`src/rtl/mac_result_requant.sv`:
```
// Rebuilds 18-bit MAC results from tagged half-words, applies bias, shift and
// activation clamp, and queues the 8-bit results behind a valid/ready port.
module mac_result_requant #(
    parameter int DEPTH  = 4,
    parameter int BIAS_W = 12,
    parameter bit RELU   = 1'b1
) (
    input  logic              clk,
    input  logic              rst,
    input  logic              in_valid,
    input  logic [9:0]        in_word,
    input  logic              cfg_we,
    input  logic              cfg_addr,
    input  logic [BIAS_W-1:0] cfg_wdata,
    output logic              out_valid,
    input  logic              out_ready,
    output logic [7:0]        out_data,
    output logic              sync_err,
    output logic              ovf_err,
    input  logic              err_clr
);

    localparam int AW = $clog2(DEPTH);

    typedef enum logic {WAIT_HI, WAIT_LO} pair_state_t;

    logic signed [BIAS_W-1:0] bias;
    logic [4:0]               shift;

    // NOTE: sequential state uses non-blocking assignments so every register
    // samples pre-edge values regardless of process ordering.
    always_ff @(posedge clk) begin
        if (rst) begin
            bias  <= '0;
            shift <= '0;
        end else if (cfg_we) begin
            if (cfg_addr) shift <= cfg_wdata[4:0];
            else          bias  <= $signed(cfg_wdata);
        end
    end

    pair_state_t state, state_next;
    logic [8:0]  hi_q;
    logic        is_lo, launch, hi_load, pair_err;

    assign is_lo = in_word[9];

    // NOTE: every output of this block gets a default first, so no path can
    // leave a signal unassigned and infer a latch.
    always_comb begin
        state_next = state;
        launch     = 1'b0;
        hi_load    = 1'b0;
        pair_err   = 1'b0;
        if (in_valid) begin
            unique case (state)
                WAIT_HI: begin
                    if (is_lo) begin
                        pair_err = 1'b1;
                    end else begin
                        hi_load    = 1'b1;
                        state_next = WAIT_LO;
                    end
                end
                WAIT_LO: begin
                    if (is_lo) begin
                        launch     = 1'b1;
                        state_next = WAIT_HI;
                    end else begin
                        hi_load  = 1'b1;
                        pair_err = 1'b1;
                    end
                end
            endcase
        end
    end

    always_ff @(posedge clk) begin
        if (rst) state <= WAIT_HI;
        else     state <= state_next;
    end

    always_ff @(posedge clk) begin
        if (hi_load) hi_q <= in_word[8:0];
    end

    // Stage 1: unsigned result plus sign-extended bias; 20 bits cannot overflow.
    logic signed [19:0] sum_next, s1_sum;
    logic               s1_valid;

    assign sum_next = $signed({2'b00, hi_q, in_word[8:0]})
                    + $signed({{(20-BIAS_W){bias[BIAS_W-1]}}, bias});

    always_ff @(posedge clk) begin
        if (rst) s1_valid <= 1'b0;
        else     s1_valid <= launch;
        if (launch) s1_sum <= sum_next;
    end

    // Stage 2: arithmetic shift, clamp, register.
    logic [4:0]         sh_amt;
    logic signed [19:0] shifted;
    logic [7:0]         clamped;
    logic [7:0]         s2_data;
    logic               s2_valid;

    assign sh_amt  = (shift > 5'd19) ? 5'd19 : shift;
    assign shifted = s1_sum >>> sh_amt;

    always_comb begin
        clamped = shifted[7:0];
        if (RELU) begin
            if (shifted < 20'sd0)        clamped = 8'h00;
            else if (shifted > 20'sd255) clamped = 8'hFF;
        end else begin
            if (shifted < -20'sd128)     clamped = 8'h80;
            else if (shifted > 20'sd127) clamped = 8'h7F;
        end
    end

    always_ff @(posedge clk) begin
        if (rst) s2_valid <= 1'b0;
        else     s2_valid <= s1_valid;
        if (s1_valid) s2_data <= clamped;
    end

    // Result FIFO; the registered head shows an entry one edge after its push.
    logic [7:0]    mem [DEPTH];
    logic [AW-1:0] wr_ptr, rd_ptr, rd_ptr_next;
    logic [AW:0]   count, count_after_pop;
    logic          pop, full, push_ok, drop;

    assign pop             = out_valid && out_ready;
    assign full            = (count == (AW+1)'(DEPTH));
    assign push_ok         = s2_valid && (!full || pop);
    assign drop            = s2_valid && full && !pop;
    assign rd_ptr_next     = rd_ptr + AW'(pop);
    assign count_after_pop = count - (AW+1)'(pop);

    // NOTE: storage carries no reset; the pointers and count alone define
    // which entries are live, so stale contents are never observed.
    always_ff @(posedge clk) begin
        if (push_ok) mem[wr_ptr] <= s2_data;
    end

    always_ff @(posedge clk) begin
        if (rst) begin
            wr_ptr    <= '0;
            rd_ptr    <= '0;
            count     <= '0;
            out_valid <= 1'b0;
            out_data  <= 8'h00;
        end else begin
            rd_ptr    <= rd_ptr_next;
            wr_ptr    <= wr_ptr + AW'(push_ok);
            count     <= count_after_pop + (AW+1)'(push_ok);
            out_valid <= (count_after_pop != '0);
            if (count_after_pop != '0) out_data <= mem[rd_ptr_next];
        end
    end

    // Sticky flags: a set event outranks a simultaneous clear.
    always_ff @(posedge clk) begin
        if (rst) begin
            sync_err <= 1'b0;
            ovf_err  <= 1'b0;
        end else begin
            if (pair_err)     sync_err <= 1'b1;
            else if (err_clr) sync_err <= 1'b0;
            if (drop)         ovf_err  <= 1'b1;
            else if (err_clr) ovf_err  <= 1'b0;
        end
    end

endmodule

```
`config.mk`:
```
export PLATFORM = sky130hd
export DESIGN_NAME = mac_result_requant
export DESIGN_NICKNAME = d
export VERILOG_FILES = /design/src/rtl/mac_result_requant.sv
export SDC_FILE = /design/constraint.sdc
export NUM_CORES = 1
export LEC_CHECK = 0
export ABC_AREA = 0
export CAP_MARGIN = 10
export CORE_MARGIN = 2
export CORE_UTILIZATION = 55
export CTS_BUF_LIST = sky130_fd_sc_hd__clkbuf_2 sky130_fd_sc_hd__clkbuf_4 sky130_fd_sc_hd__clkbuf_8
export DETAILED_ROUTE_END_ITERATION = 10
export PLACE_DENSITY = 0.85
export SLEW_MARGIN = 20
export SYNTH_ARGS = -nofsm -noshare
export SYNTH_HDL_FRONTEND = slang
export SYNTH_SLANG_ARGS = --single-unit
export TNS_END_PERCENT = 30
```
`constraint.sdc`:
```
create_clock -name clk -period 4 [get_ports clk]
set_input_delay 0.8 -clock clk [delete_from_list [all_inputs] [get_ports clk]]
set_output_delay 0.8 -clock clk [all_outputs]
set_load 0.01 [all_outputs]
```
Word-level counts from Yosys, hierarchy flattened:

Memories as Yosys holds them, arrays and structs flattened. A register that Yosys moved wholly into a read port is not among the register bits.
Cells that the tools add are included.

* register bits: 67
* RAM bits: 32
* bits of input ports: 29
* output and inout bits: 11
* word-level logic and storage cells: 53
* memories kept: 1

Memories
* mem: words 4, width 8, read ports 1, clocked after Yosys merged registers in 1, write ports 1, RTL line 128 `logic [7:0] mem [DEPTH];`

* add/subtract/negate cells: 5
* $lt $le $gt $ge: 3
* equality and inequality tests: 1
* shift operators: 1
* muxes and demuxes: 14
* bitwise gates (word level): 2
* reduce and logical (&&, ||, !) cells: 12

Operators by type and width (number)
* 19-bit by 12-bit adder with 20-bit output: 1
* 20-bit by 9-bit greater-than comparator with 1-bit output (second input constant): 1
* 20-bit by 1-bit < comparator with 1-bit output (second input constant): 1
* 20-bit by 5-bit >>> shifter with 20-bit output: 1
* 1-bit 2-to-1 mux: 11
* 8-bit 2-to-1 mux: 1
* 5-bit greater-than comparator (second input constant): 1
* 5-bit 2-to-1 mux: 1
* 2-bit by 1-bit adder with 2-bit output: 2
* 1-bit logical AND: 4
* 2-bit AND reduction: 2
* 2-bit nonzero test: 2
* 3-bit by 1-bit adder with 3-bit output: 1
* 3-bit == test (second input constant): 1
* 3-bit nonzero test: 1
* 3-bit by 1-bit subtractor with 3-bit output: 1
* 1-bit zero test: 2
* 1-bit NOT: 2
* 1-bit one-hot mux with 2 select lines: 1
* 1-bit logical OR: 1

Longest topological paths before layout:

Gate-level depths: netlist of run 1.

* word-level depth: 6
* depth in mapped cells: 10
* mapped depth without buffers: 10

Worst setup path after synthesis of run 1:

OpenSTA, ideal clock, no wires.

* path kind: input to register
* start point: input in_word[1]
* end point: register s1_sum[17] (data pin)
* arrival time: 2.496 ns
* required time: 3.738 ns
* setup slack: 1.242 ns
* stages: 8
* buffers on the path: 0
* cell sequence: ha_1 > a211o_1 > a21oi_1 > o21ai_0 > o41ai_1 > o311ai_0 > a21oi_1 > xor2_1

* cells in the longest elaborated chain, start to end: 1

RTL lines
* from (decl): RTL line 11 `input logic [9:0] in_word,`
* 19-bit by 12-bit adder with 20-bit output: RTL line 92 `+ $signed({{(20-BIAS_W){bias[BIAS_W-1]}}, bias});`
* named net sum_next[17]: RTL line 88 `logic signed [19:0] sum_next, s1_sum;`
* to (signal assigned): RTL line 97 `if (launch) s1_sum <= sum_next;`
* to (decl): RTL line 88

The timed path passes the listed nets, and every way through them passes these cells.
A chain may end at the register's enable or synchronous reset.

Worst setup path after layout of run 1:

* start point: register shift[2]
* end point: register s2_data[3] (data pin)

* cells in the longest elaborated chain, start to end: 5
* elaborated cells between the ends (all ways): 6

RTL lines
* from (decl): RTL line 28 `logic [4:0] shift;`
* from (signal assigned): RTL line 37 `if (cfg_addr) shift <= cfg_wdata[4:0];`
* 5-bit greater-than comparator: RTL line 107 `assign sh_amt = (shift > 5'd19) ? 5'd19 : shift;`
* 5-bit 2-to-1 mux (*): RTL line 107
* 20-bit by 5-bit >>> shifter with 20-bit output (*): RTL line 108 `assign shifted = s1_sum >>> sh_amt;`
* 20-bit by 9-bit greater-than comparator with 1-bit output: RTL line 114 `else if (shifted > 20'sd255) clamped = 8'hFF;`
* 8-bit 2-to-1 mux: RTL line 114
* to (signal assigned): RTL line 124 `if (s1_valid) s2_data <= clamped;`
* to (decl): RTL line 104 `logic [7:0] s2_data;`

Every way passes the cells marked *; elsewhere a longest branch is shown, timed or not.

==> results of run 1 <==
## path summary, 6_finish.rpt
| kind | slack [ns] | cells after the start | endpoint |
|---|---|---|---|
| setup reg to reg | 0.64 | 8 | s2_data[3]$_SDFFCE_PP0P_ |
| hold reg to reg | 0.47 | 2 | bias[3]$_SDFFE_PP0P_ |
| hold / removal | 0.47 | 2 | bias[3]$_SDFFE_PP0P_ |
| setup / recovery | 0.64 | 8 | s2_data[3]$_SDFFCE_PP0P_ |
## power by group
| group | internal (mW) | leakage [nW] | total (mW) | switching, mW |
|---|---|---|---|---|
| registers | 1.25 | 0.937 | 1.30 | 0.0455 |
| clock network | 0.251 | 0.0990 | 0.653 | 0.402 |
| logic | 0.332 | 1.40 | 0.667 | 0.334 |
| total | 1.84 | 2.43 | 2.62 | 0.782 |
## metal layers
metal  vias to the layer above  part of all wire  global-route usage
li1                       1995                 -                   -
met1                      1962              0.44              0.2829
met2                       142              0.50              0.3738
met3                        15             0.049             0.04304
met4                         0             0.014             0.06476
met5                         -                 0                   0
## registers in the layout, summed over array words and instances (netlist names)
signal / count
s2_data: 8
out_data: 8
state: 1
s1_sum: 20
wr_ptr: 2
sync_err: 1
out_valid: 1
hi_q: 9
count: 3
bias: 12
ovf_err: 1
rd_ptr: 2
shift: 5
mem: 32
s2_valid: 1
s1_valid: 1
## cell type report
class	count	area (um^2)	share of cell area
clock inverters	7	75.07	0.01180
repair buffers	49	465.4	0.07319
inverters	22	82.58	0.01298
well taps	133	166.4	0.02617
clock buffers	9	123.9	0.01948
multi-input cells	361	2614	0.4110
flip-flops and latches	107	2833	0.4454
## cell usage after synthesis (13+ instances only)
cell type and instances:
edfxtp_1 69, clkbuf_1 13, o21ai_0 17, nor2_1 41, nand2_1 49, a21oi_1 44
ha_1 26, inv_1 21, mux2i_1 24, nor2b_1 17, dfxtp_1 38
## placed cells by master, fill, tap and decap left out, drive strengths merged, types with 2 or more instances in the layout
cell type / instances
nand3: 9
a2111oi: 6
nor2b: 17
nand2: 49
a311oi: 3
a31oi: 6
mux2: 5
buf: 10
xnor2: 10
dfxtp: 38
a21oi: 44
o21ai: 23
and3: 4
nand4: 2
clkbuf: 9
o21a: 4
o21bai: 5
clkdlybuf4s50: 39
o31ai: 6
a211oi: 9
o22ai: 3
a21o: 3
ha: 26
a211o: 6
nor3: 3
a221o: 2
a22oi: 2
xor2: 7
edfxtp: 69
mux2i: 24
or2: 2
and2: 3
nor2: 41
inv: 27
nand2b: 5
mux4: 10
a221oi: 4
## cell families (layout without fill, tap and decap cells)
family	Yosys count	count (layout)	synth area share
and+or+nand+nor	140	140	0.1153
buffers and inverters	43	87	0.03073
adders and majority gates	27	27	0.06146
AOI/OAI and AO/OA	138	138	0.1690
DFF	107	107	0.5041
muxes	39	39	0.09285
xor gates and xnor gates	17	17	0.02650
## worst min-delay path: stages, from the launching register on
cell and delay, ns:
dfxtp_1 0.33, nand2_1 0.05, a21oi_1 0.05
==> results.md, run 1 <==
- Syn Area/Cell: about 11 um^2
- Synth top area share: 0.3687
- Post-DP HPWL: 8672 um
- CP endpoint kind: register
- RR Startpoint: shift[2]$_SDFFE_PP0P_
- Worst-path cell chain: buf_4 -> o21ai_1 -> a21boi_0 -> a211o_1 -> a22o_1 -> or4b_4 -> o31ai_4 -> o21ai_1
- Latest clock arrival within the worst-skew pair: 0.38 ns
- Mapped Nets: 567
- CTS tree: yes
- Antenna diode count: 0
- Final min period: 3.360 ns
- Unrepaired setup endpoints after global routing: no
- Syn Inst Count: 511
- Setup_tns: 0 ns
- CP max stage delay: 0.79 ns
- Row count: 36
- Distinct cell type count after synthesis: 61
- DIE HEIGHT: 105.1 um
- Global route overflow: 0
- Yosys reg bits: 107
- IO Pins: 40
- Vias per inst: 5.980
- Die width: 105.1 um
- Cell repeated most along the worst path: o21ai_1
- Die Area: 11040 um^2
- Overall Power: 2.618 mW
- Worst Hold Class: reg -> reg
- Synth Flop Type: edfxtp_1
- Final Hold Fails: 0
- Syn Std Cell Area: 5619 um^2
- Pre-CTS setup slack: 0.3235 ns
- Layout Nets: about 610
- Max_cap viols: 0
- PwrDens: 411.7 nW/um^2
- Post-synthesis async set-or-reset flop share: 0
- Synth top area cells: edfxtp_1, dfxtp_1, ha_1
- Clock Skews: approximately 0.018 ns
- # clock sinks: 107
- Fmax: 0.2976 GHz
- Final design area excluding fillers: 6360 um^2
- Remaining DRCs: 0
- # resized after CTS: 0
- Final period utilization: 0.8401
- Max-slew violations: 0
- WL/cell: between 15 and 20 um
- H-tree levels: 3
- Crit start category: register
- Placed instance count: 672
- Pin count of the biggest net entering global routing: 39
- CTS buffer count: 9
- Largest area contributor in the netlist: edfxtp_1
- Area delta synth->final: 13.18%
- Buf/Inv on CP: 1
- CP delay by family, top: compound AO/OA/AOI/OAI gates
- Global-route wire length before repair: 19380 um
- DP Area: 6161 um^2
- Layout cells sized above 1: 0.08829
- Worst setup margin: around 0.64 ns
- Crit path launch: shift[2]$_SDFFE_PP0P_
- Crit path max fanout: 15
- Clock transition at path regs: between 0.1 and 0.15 ns
- Worst-Margin Slew: 0.9943 ns
- Iter 0 DRT Violations: 396
- Slowest cell on the critical path: o21ai_1
- Via count: 4114
- Post-synth EDFFs: 69
- Hold Crit Start: bias[3]$_SDFFE_PP0P_
- Total Routing Usage GR: 0.2191
- Critical Path RT: 4.11 ns
- Fill cells: 748
- Placer congestion estimate: 0.9180
- Synthesis warning total: 0
- Hold Buf Count CTS: 0
- Postcts setup bufs: 0
- Leak pwr: about 2.4 nW
- Initial antenna violation count: 0
- Status: complete, no violations
- Finished Layout Cells: between 600 and 700
- Worst EP arrival: about 3.5 ns
- IO Port Bufs: 39
- Final core utilization: 0.6447
- # setup viols final: 0
- VDD IR max: 0.2683 mV
- Routed WL: about 12000 um
- Relative slew slack: 0.3327
- CP Class: reg -> reg
- Initial core utilization: 0.5696
- Root Buffer: clkbuf_8
- Core Footprint: 9864 um^2
- Initial DRT Pass Iterations: 5
- CTS Buffer Depth: 2
- Hold_ws: 0.4675 ns
- Sequential area share after synthesis: 0.5041
- Vias in the first global route: 3970
- Antenna-violating nets left: 0
Power figures use the tool's default switching activity.
==> inputs of run 2 (changes only) <==
==> constraint.sdc (replaced) <==
create_clock -name clk -period 3.5 [get_ports clk]
set_input_delay 0.7 -clock clk [delete_from_list [all_inputs] [get_ports clk]]
set_output_delay 0.7 -clock clk [all_outputs]
set_load 0.01 [all_outputs]
==> results.md, run 2 (synthesized netlist as in run 1, its figures left out) <==
- Leak pwr: 2.473 nW (was 2.431 nW)
- WL/cell: 17.33 um (was 16.82 um)
- FF-to-FF setup slack: 0.34 ns (was 0.64 ns)
- Hold Buf Count CTS: 0 (unchanged)
- Worst Hold Class: reg -> reg (unchanged)
- Initial DRT Pass Iterations: 6 (was 5)
- Routed WL: 12030 um (was 11570 um)
- Global route overflow: 0 (unchanged)
- Clock Skews: 0.01456 ns (was 0.01809 ns)
- Clock transition at path regs: 0.12 ns (was 0.11 ns)
- DIE HEIGHT: 105.1 um (unchanged)
- Vias per inst: 6.026 (was 5.980)
- Via count: 4182 (was 4114)
- Remaining DRCs: 0 (unchanged)
- Die width: 105.1 um (unchanged)
- Register name with the most flops: mem (unchanged)
- Postcts setup bufs: 0 (unchanged)
- Core Footprint: 9864 um^2 (unchanged)
- Antenna diode count: 0 (unchanged)
- Global-route wire length before repair: 19740 um (was 19380 um)
- CP endpoint kind: register (unchanged)
- Hold Crit Start: bias[2]$_SDFFE_PP0P_ (was bias[3]$_SDFFE_PP0P_)
- Row count: 36 (unchanged)
- Post-DP HPWL: 8998 um (was 8672 um)
- Crit path max fanout: 13 (was 15)
- Die Area: 11040 um^2 (unchanged)
- Initial antenna violation count: 0 (unchanged)
- # setup viols final: 0 (unchanged)
- Layout Nets: 612 (was 606)
- Status: complete, no violations (unchanged)
- Vias in the first global route: 4090 (was 3970)
- Pin count of the biggest net entering global routing: 39 (unchanged)
- Layout cells sized above 1: 0.09804 (was 0.08829)
- IO Port Bufs: 39 (unchanged)
- Largest register FFs: 32 (unchanged)
- Max_cap viols: 0 (unchanged)
- Placer congestion estimate: 0.9511 (was 0.9180)
- Crit path launch: shift[2]$_SDFFE_PP0P_ (unchanged)
- Max-slew violations: 0 (unchanged)
- Crit start category: register (unchanged)
- Root Buffer: clkbuf_8 (unchanged)
- Commonest non-fill, non-tap cell in the layout: edfxtp_1 (unchanged)
- CTS buffer count: 9 (unchanged)
- Final period utilization: 0.9019 (was 0.8401)
- Antenna-violating nets left: 0 (unchanged)
- CTS tree: yes (unchanged)
- Setup_tns: 0 ns (unchanged)
- Final min period: 3.157 ns (was 3.360 ns)
- # resized after CTS: 0 (unchanged)
- H-tree levels: 3 (unchanged)
- CP Class: reg -> reg (unchanged)
- Final design area excluding fillers: 6430 um^2 (was 6360 um^2)
- Iter 0 DRT Violations: 328 (was 396)
- VDD IR max: 0.2416 mV (was 0.2683 mV)
- DP Area: 6206 um^2 (was 6161 um^2)
- IO Pins: 40 (unchanged)
- Area delta synth->final: 14.43% (was 13.18%)
- Fmax: 0.3168 GHz (was 0.2976 GHz)
- Worst Setup EP: s2_data[7]$_SDFFCE_PP0P_ (was s2_data[3]$_SDFFCE_PP0P_)
- Total Routing Usage GR: 0.2251 (was 0.2191)
- RR Startpoint: shift[2]$_SDFFE_PP0P_ (unchanged)
- Worst EP arrival: 3.28 ns (was 3.47 ns)
- CTS Buffer Depth: 2 (unchanged)
- Relative slew slack: 0.3939 (was 0.3327)
- Initial core utilization: 0.5696 (unchanged)
- RR Endpoint: s2_data[7]$_SDFFCE_PP0P_ (was s2_data[3]$_SDFFCE_PP0P_)
- Unrepaired setup endpoints after global routing: no (unchanged)
- Most frequent cells in the layout: edfxtp_1, nand2_1, a21oi_1 (unchanged)
- Worst-Margin Slew: 0.9092 ns (was 0.9943 ns)
- PwrDens: 478.4 nW/um^2 (was 411.7 nW/um^2)
- # clock sinks: 107 (unchanged)
- Reg2Reg Depth: 8 (unchanged)
- Critical Path RT: 3.62 ns (was 4.11 ns)
- Latest clock arrival within the worst-skew pair: 0.37 ns (was 0.38 ns)
- Fill cells: 727 (was 748)
- Biggest regs: mem (32), s1_sum (20), bias (12) (unchanged)
- Final Hold Fails: 0 (unchanged)
==> run 2: routing by layer <==
layer / vias up / global-route usage / routed length (um)
li1: 2004 / - / -
met1: 1995 / 0.2815 / 5017
met2: 156 / 0.3956 / 6115
met3: 27 / 0.04242 / 676
met4: 0 / 0.06762 / 221
met5: - / 0 / 0
==> run 2: metrics by stage <==
stage | utilization | setup slack [ns] | hold slack, ns | total power, mW | instances
6_report | 0.6518 | 0.3433 | 0.4715 | 3.076 | 694
5_1_grt | 0.6518 | 0.1828 | 0.4859 | 3.219 | 694
4_1_cts | 0.6518 | 0.3650 | 0.4727 | 3.091 | 694
3_5_place_dp | 0.6291 | 0.1788 | 0.4585 | 2.287 | 678
3_3_place_gp | 0.6291 | 0.1876 | 0.4467 | 2.239 | 678
2_1_floorplan | - | 0.8422 | 0.4400 | 2.017 | 511
==> run 2: critical path, cell delays in order, from the launching register on <==
cell and delay (ns):
dfxtp_1 0.34, buf_4 0.19, o21ai_1 0.55, a21boi_0 0.24, a211o_1 0.34, a22o_1 0.22
or4b_4 0.57, o31ai_4 0.31, o21ai_1 0.14
==> run 2: area by class of cell <==
cell class                 count  area [um^2]  area share
clock inverter                 7        100.1     0.01557
tap                          133        166.4     0.02588
multi-input combinational    361         2614      0.4065
clock buffer                   9        123.9     0.01926
timing repair buffer          55        510.5     0.07939
inverter                      22        82.58     0.01284
sequential                   107         2833      0.4406
==> run 2: power by group <==
group	switching, mW	internal, mW	total (mW)
registers	0.0565	1.43	1.49
clock network	0.465	0.356	0.821
logic	0.383	0.384	0.766
==> run 2: worst min path at each step <==
| stage | endpoint | slack, ns | depth (start not counted) |
|---|---|---|---|
| floorplan | bias[0]$_SDFFE_PP0P_ | 0.44 | 2 |
| global placement | bias[4]$_SDFFE_PP0P_ | 0.45 | 2 |
| detailed placement | bias[4]$_SDFFE_PP0P_ | 0.46 | 2 |
| CTS | bias[4]$_SDFFE_PP0P_ | 0.47 | 2 |
| global route | bias[0]$_SDFFE_PP0P_ | 0.49 | 2 |
| finish | bias[2]$_SDFFE_PP0P_ | 0.47 | 2 |
